**src/rtl/pc_fetch_unit.sv**
```systemverilog
// Program counter / fetch address generator with valid/ready handshake, flush redirects and halt control.
// Optional macro PC_RVC_EN enables compressed (16-bit) instruction support: 2-byte increment and alignment.
module pc_fetch_unit #(
    parameter int                   PC_WIDTH     = 32,
    parameter logic [PC_WIDTH-1:0]  RESET_VECTOR = '0,
    parameter logic [PC_WIDTH-1:0]  TRAP_VECTOR  = PC_WIDTH'(32'h0000_0010)
) (
    input  logic                clk,
    input  logic                rst,
    input  logic                pc_ready,
    input  logic                redirect_valid,
    input  logic                redirect_jalr,
    input  logic [PC_WIDTH-1:0] redirect_base,
    input  logic [PC_WIDTH-1:0] redirect_offset,
    input  logic                halt_req,
    input  logic                resume,
    input  logic                instr_is_c,
    output logic [PC_WIDTH-1:0] pc,
    output logic                pc_valid,
    output logic [PC_WIDTH-1:0] pc_link,
    output logic                halted,
    output logic                misalign_err
);

    typedef enum logic [1:0] {
        BOOT   = 2'd0,
        RUN    = 2'd1,
        HALTED = 2'd2
    } state_t;

    state_t              state;
    logic [PC_WIDTH-1:0] inc;
    logic [PC_WIDTH-1:0] raw_target;
    logic [PC_WIDTH-1:0] target;
    logic                misaligned;
    logic                advance;

`ifdef PC_RVC_EN
    assign inc = instr_is_c ? PC_WIDTH'(2) : PC_WIDTH'(4);
`else
    // Compressed instructions are not supported in this build; the input is deliberately ignored.
    logic unused_instr_is_c;
    assign unused_instr_is_c = instr_is_c;
    assign inc               = PC_WIDTH'(4);
`endif

    assign pc_link = pc + inc;

    always_comb begin
        raw_target = redirect_base + redirect_offset;
        target     = raw_target;
        if (redirect_jalr) begin
            target[0] = 1'b0;
        end
`ifdef PC_RVC_EN
        misaligned = target[0];
`else
        misaligned = |target[1:0];
`endif
    end

    // A halt request takes priority over advancing, so the pc is held for the resume fetch.
    assign advance = (state == RUN) && pc_valid && pc_ready && !redirect_valid && !halt_req;

    // NOTE: all state below is updated with non-blocking assignments so every register samples pre-edge values.
    always_ff @(posedge clk) begin
        if (rst) begin
            state        <= BOOT;
            pc           <= RESET_VECTOR;
            pc_valid     <= 1'b0;
            halted       <= 1'b0;
            misalign_err <= 1'b0;
        end else begin
            misalign_err <= 1'b0;

            unique case (state)
                BOOT: begin
                    state    <= RUN;
                    pc_valid <= 1'b1;
                    halted   <= 1'b0;
                end
                RUN: begin
                    if (halt_req) begin
                        state    <= HALTED;
                        pc_valid <= 1'b0;
                        halted   <= 1'b1;
                    end
                end
                HALTED: begin
                    if (resume && !halt_req) begin
                        state    <= RUN;
                        pc_valid <= 1'b1;
                        halted   <= 1'b0;
                    end
                end
                default: begin
                    state    <= BOOT;
                    pc_valid <= 1'b0;
                    halted   <= 1'b0;
                end
            endcase

            if (redirect_valid) begin
                pc           <= misaligned ? TRAP_VECTOR : target;
                misalign_err <= misaligned;
            end else if (advance) begin
                pc <= pc + inc;
            end
        end
    end

endmodule

```
**config.mk**
```make
export PLATFORM = sky130hd
export DESIGN_NAME = pc_fetch_unit
export DESIGN_NICKNAME = d
export VERILOG_FILES = /design/src/rtl/pc_fetch_unit.sv
export SDC_FILE = /design/constraint.sdc
export NUM_CORES = 1
export LEC_CHECK = 0
export CAP_MARGIN = 20
export CORE_MARGIN = 2
export CORE_UTILIZATION = 37
export CTS_BUF_LIST = sky130_fd_sc_hd__clkbuf_16
export DETAILED_ROUTE_END_ITERATION = 8
export GPL_TIMING_DRIVEN = 0
export MAX_ROUTING_LAYER = met4
export PLACE_DENSITY_LB_ADDON = 0.25
export SLEW_MARGIN = 20
export SYNTH_ARGS = -nofsm -noshare
export SYNTH_HDL_FRONTEND = slang
export SYNTH_SLANG_ARGS = --single-unit
```
**constraint.sdc**
```tcl
create_clock -name clk -period 5.8 [get_ports clk]
set_input_delay 1.16 -clock clk [delete_from_list [all_inputs] [get_ports clk]]
set_output_delay 1.16 -clock clk [all_outputs]
set_load 0.02 [all_outputs]
```
# After elaboration in Yosys (flattened, before gate mapping)
# Index checks and enable logic that the tools add are counted.
dict set report word_totals {
  regBits 37
  inputBits 72
  output_inout_bits 67
}
dict set report op_classes {
  addsub 2
  eq_ne 4
  muxes 13
  n_bitwise 1
  reduce_logical 12
}
# op count
set op_table {}
lappend op_table {{$mux 32} 3}
lappend op_table {{$add 32x3->32 const B} 1}
lappend op_table {{$add 32x32->32} 1}
lappend op_table {{$pmux 2 s3} 1}
lappend op_table {{$logic_and 1x1->1} 5}
lappend op_table {{$mux 1} 5}
lappend op_table {{$mux 2} 2}
lappend op_table {{$ne 2x2->1 const B} 2}
lappend op_table {{$reduce_or 2->1} 2}
lappend op_table {{$pmux 1 s3} 1}
lappend op_table {{$eq 2x1->1 const B} 1}
lappend op_table {{$eq 2x2->1 const B} 1}
lappend op_table {{$logic_not 1->1} 2}
lappend op_table {{$logic_not 2->1} 1}
lappend op_table {{$pmux 1 s2} 1}
lappend op_table {{$reduce_and 2->1} 1}
lappend op_table {{$reduce_bool 2->1} 1}
lappend op_table {{$not 1->1} 1}

# Longest topological paths before layout
dict set report depth {
  word_depth 7
  depth_mapped 10
  ltp_nobuf 10
}

# Worst setup path after synthesis
# OpenSTA, ideal clock, no wires.
dict set report synth_timing {
  kind {input port to flip-flop}
  startpoint {in redirect_base[0]}
  endpoint {reg pc[30]}
  setup_ns 0.120
  arrival_time_ns 3.166
  setup_slack_ns 2.514
  stages 10
  n_path_buf 0
  cell_sequence {ha_1 inv_1 fa_1 and2b_1 o211ai_2 a2111oi_4 o311ai_2 a31oi_1 nor4b_1 a211o_1}
}
dict set report synth_via {
  elab_chain_len 5
}
# element line_no
set synth_rtl {}
lappend synth_rtl {{start: declaration} 13} ;# input logic [PC_WIDTH-1:0] redirect_base,
lappend synth_rtl {{$add 32x32->32 *} 50} ;# raw_target = redirect_base + redirect_offset;
lappend synth_rtl {{$mux 1} 52} ;# if (redirect_jalr) begin
lappend synth_rtl {{$reduce_or 2->1} 58} ;# misaligned = |target[1:0];
lappend synth_rtl {{$mux 32 *} 104} ;# pc <= misaligned ? TRAP_VECTOR : target;
lappend synth_rtl {{$mux 32 *} 103} ;# if (redirect_valid) begin
lappend synth_rtl {{end signal: assignment} 104}
lappend synth_rtl {{end signal: assignment} 107} ;# pc <= pc + inc;
lappend synth_rtl {{end: declaration} 18} ;# output logic [PC_WIDTH-1:0] pc,
# Mark *: on every way between the ends. The rest lies on a longest branch, timed or not.
# A chain may end at the register's enable or synchronous reset.

# Worst setup path after layout
dict set report layout_timing {
  startpoint {reg pc[2]}
  endpoint {out pc_link[20]}
}
dict set report layout_via {
  elab_chain_len 1
}
# element line_no
set layout_rtl {}
lappend layout_rtl {{$add 32x3->32} 47} ;# assign pc_link = pc + inc;
lappend layout_rtl {{end: declaration} 20} ;# output logic [PC_WIDTH-1:0] pc_link,
# No other way between the ends.

==> out/results.tsv <==
stage	metric	value	unit
floorplan	num_rows	38	
logic_synthesis	synth-edff-count	0	
min_path	hp-class	reg2reg	
cells_and_area	syn2layout_area_growth	41.8	%
logic_synthesis	synth_nets	661	
min_path	whs_path_depth	1	
logic_synthesis	yosysUniqueCellTypes	68	
timing	postLayoutSetupSlackWorst	1.74	ns
cts	clk_pin_slew	0.06	ns
global_route	grt_pass1_vias	4253	
timing	hold_viol	0	
setup_path	cp_data_required_time	4.64	ns
cts	clockBufferDepth	2	
setup_path	path_max_fanout	6	
cells_and_area	drive_gt1_share	4.29	%
timing	fmax	246	MHz
setup_path	critPathLaunchType	register	
setup_path	r2r_setup_slack	3.45	ns
setup_path	end_kind	output pin	
drt	vias	4627	
logic_synthesis	synthCells	556	
logic_synthesis	netlist.area_leader.share	17.7	%
drt	drt_pass1_iterations	4	
drt	drt_iter0_drc	211	
floorplan	start_util	37.7	%
logic_synthesis	synth-seq-area-share	17.7	%
floorplan	ios	139	
floorplan	die_h	109	um
cts	clk_latency	0.28	ns
drt	drc	0	
drt	ant_nets	0	
timing	rsz0062_at_grt	false	
cts	cts.sinks	36	
logic_synthesis	synth_seq_cells	36	
logic_synthesis	ys.flop_type	dfxtp_1	
timing	maxSlewViolCount	0	
setup_path	max_stage_delay	0.62	ns
global_route	antenna_found_initial	0	
global_route	grt_pass1_wl	21.3	mm
pwr	p_leak	2.30	nW
logic_synthesis	netlist_area	0.00407	mm^2
global_route	grt_usage	23.4	%
timing	period_minus_slack	4.06	ns
cts	cts_max_level	2	
logic_synthesis	synth_common_cells	nor2_1, nand2_1, a21oi_1	
timing	slew_headroom	48.1	%
drt	wirelength	13.7	mm
timing	post-route-period-util	70.0	%
logic_synthesis	synthArstFlopShare	0	%
cts	tritoncts	done	
setup_path	path_buf_inv	1	
logic_synthesis	synth_area_leaders	dfxtp_1, ha_1, xnor2_1	
cts	post_cts_buffers	0	
floorplan	core	0.0108	mm^2
setup_path	cp_cell_sequence	ha_1 > nand3_1 > nor2_1 > nand3_1 > nor2_1 > xor2_1 > clkdlybuf4s50_1	
timing	setup_viol	0	
setup_path	worstPathArrival	2.90	ns
pwr	power.density	182	mW/mm^2
cells_and_area	num_antenna_cells	0	
logic_synthesis	ys_warn_count	0	
timing	whs	0.498	ns
setup_path	cpMaxStageDelayCell	clkdlybuf4s50_1	
cells_and_area	nets	804	
placement	pre_cts_ws	1.63	ns
placement	numPortBuffers	136	
min_path	whs_endpoint	pc[0]$_SDFFE_PP0P_	
setup_path	ff2ff_path_depth	8	
min_path	hp-start	pc[0]$_SDFFE_PP0P_	
drt	vias_per_cell	5.51	
placement	dpl.hpwl	11.2	mm
global_route	grt_overflow	0	
floorplan	dieArea	0.0119	mm^2
setup_path	crit_type	reg2out	
drt	wl_per_cell	16.3	um
placement	place.gp.congestion	0.873	
setup_path	r2r-end	pc[28]$_SDFFE_PP0N_	
cts	cts-resized-gates	0	
setup_path	rr_startpoint	pc[2]$_SDFFE_PP0N_	
cts	ctsHoldBuffers	0	
pwr	peakVddDrop	0.148	mV
setup_path	crit_family	simple AND/OR/NAND/NOR gates	
job	maxCapViolations	0	
cts	cts_buffers	5	
global_route	grt_max_degree	12	
timing	skew	0.00650	ns
floorplan	die_w	109	um
timing	tightestPinTransition	0.775	ns
outcome	status	completed	
logic_synthesis	yosysMostFrequentCell	nor2_1	
logic_synthesis	yosysTopAreaCell	dfxtp_1	
logic_synthesis	avgSynthCellArea	7.32	um^2
timing	tns	0	ns
cts	root_buffer	clkbuf_16	
==> how the worst max path moves through the flow <==
stage	startpoint	cells past startpoint	endpoint	slack [ns]
5_1_grt	pc[2]$_SDFFE_PP0N_	7	pc_link[20]	1.56
4_1_cts	pc[2]$_SDFFE_PP0N_	7	pc_link[20]	1.72
2_1_floorplan	redirect_base[0]	10	pc[30]$_SDFFE_PP0N_	2.51
3_3_place_gp	redirect_base[0]	11	pc[4]$_SDFFE_PP0N_	1.73
3_5_place_dp	redirect_offset[0]	11	pc[12]$_SDFFE_PP0N_	1.63
6_report	pc[2]$_SDFFE_PP0N_	7	pc_link[20]	1.74
==> per-stage QoR <==
step           total power [mW]  std cells  area [um^2]  utilization (%)
6_report                   1.05        840         5770             53.5
3_5_place_dp              0.746        832         5610             51.9
2_1_floorplan             0.559        556         4070                -
5_1_grt                    1.11        840         5770             53.5
3_3_place_gp              0.741        832         5610             51.9
4_1_cts                    1.05        840         5770             53.5
==> cells in the final DEF (no fill, tap or decap), types with 24 or more instances in the layout <==
| master | instances |
|---|---|
| nand2_1 | 57 |
| nor2_1 | 67 |
| clkdlybuf4s50_1 | 136 |
| xor2_1 | 33 |
| o21ai_0 | 27 |
| xnor2_1 | 34 |
| dfxtp_1 | 36 |
| ha_1 | 32 |
| a21oi_1 | 45 |
| nand3_1 | 24 |
==> power breakdown <==
part | switching [mW] | leakage [nW] | internal (mW)
clock | 0.107 | 0.0850 | 0.200
combinational | 0.249 | 1.92 | 0.206
sequential | 0.0260 | 0.294 | 0.264
total | 0.382 | 2.30 | 0.670
==> sequential cells by signal, indices dropped and copies added, names as in the netlist <==
signal / count
pc: 32
halted: 1
misalign_err: 1
pc_valid: 1
state: 1
==> area by class of cell <==
cell class,count,area [um^2]
Clock inverter,3,38.8
Multi-Input combinational cell,485,3210
Buffer,21,90.1
Clock buffer,5,125
Tap cell,140,175
Inverter,14,52.6
Sequential cell,36,721
Fill cell,1086,5020
Timing Repair Buffer,136,1360
==> per-layer routing <==
layer  vias to the layer above  global-route usage [%]  share of wire, %
li1                       2303                       -                 -
met1                      2155                    31.9                47
met2                       155                    38.4                46
met3                        14                    1.55               5.3
met4                         0                    4.30               1.1
met5                         -                       -                 0
==> cells by family (layout without fill, tap and decap cells) <==
kind of cell	count (synthesis)	after routing	share of synthesized area [%]
compound gates	158	158	26.1
xor+xnor	67	67	14.4
fa+ha+maj	33	33	10.3
buf+inv	35	179	3.50
flops	36	36	17.7
mux	6	6	1.48
simple gates	221	221	26.4
==> worst reg2reg max path: stages, from the launching register on <==
cell     delay [ns]
dfxtp_1        0.43
ha_1           0.29
nand3_1        0.19
nor2_1         0.38
and3_1         0.29
nand4_1        0.20
nor2_1         0.20
xnor2_1        0.14
o22ai_1        0.09
Note: power is estimated with default switching activity, not from simulation.
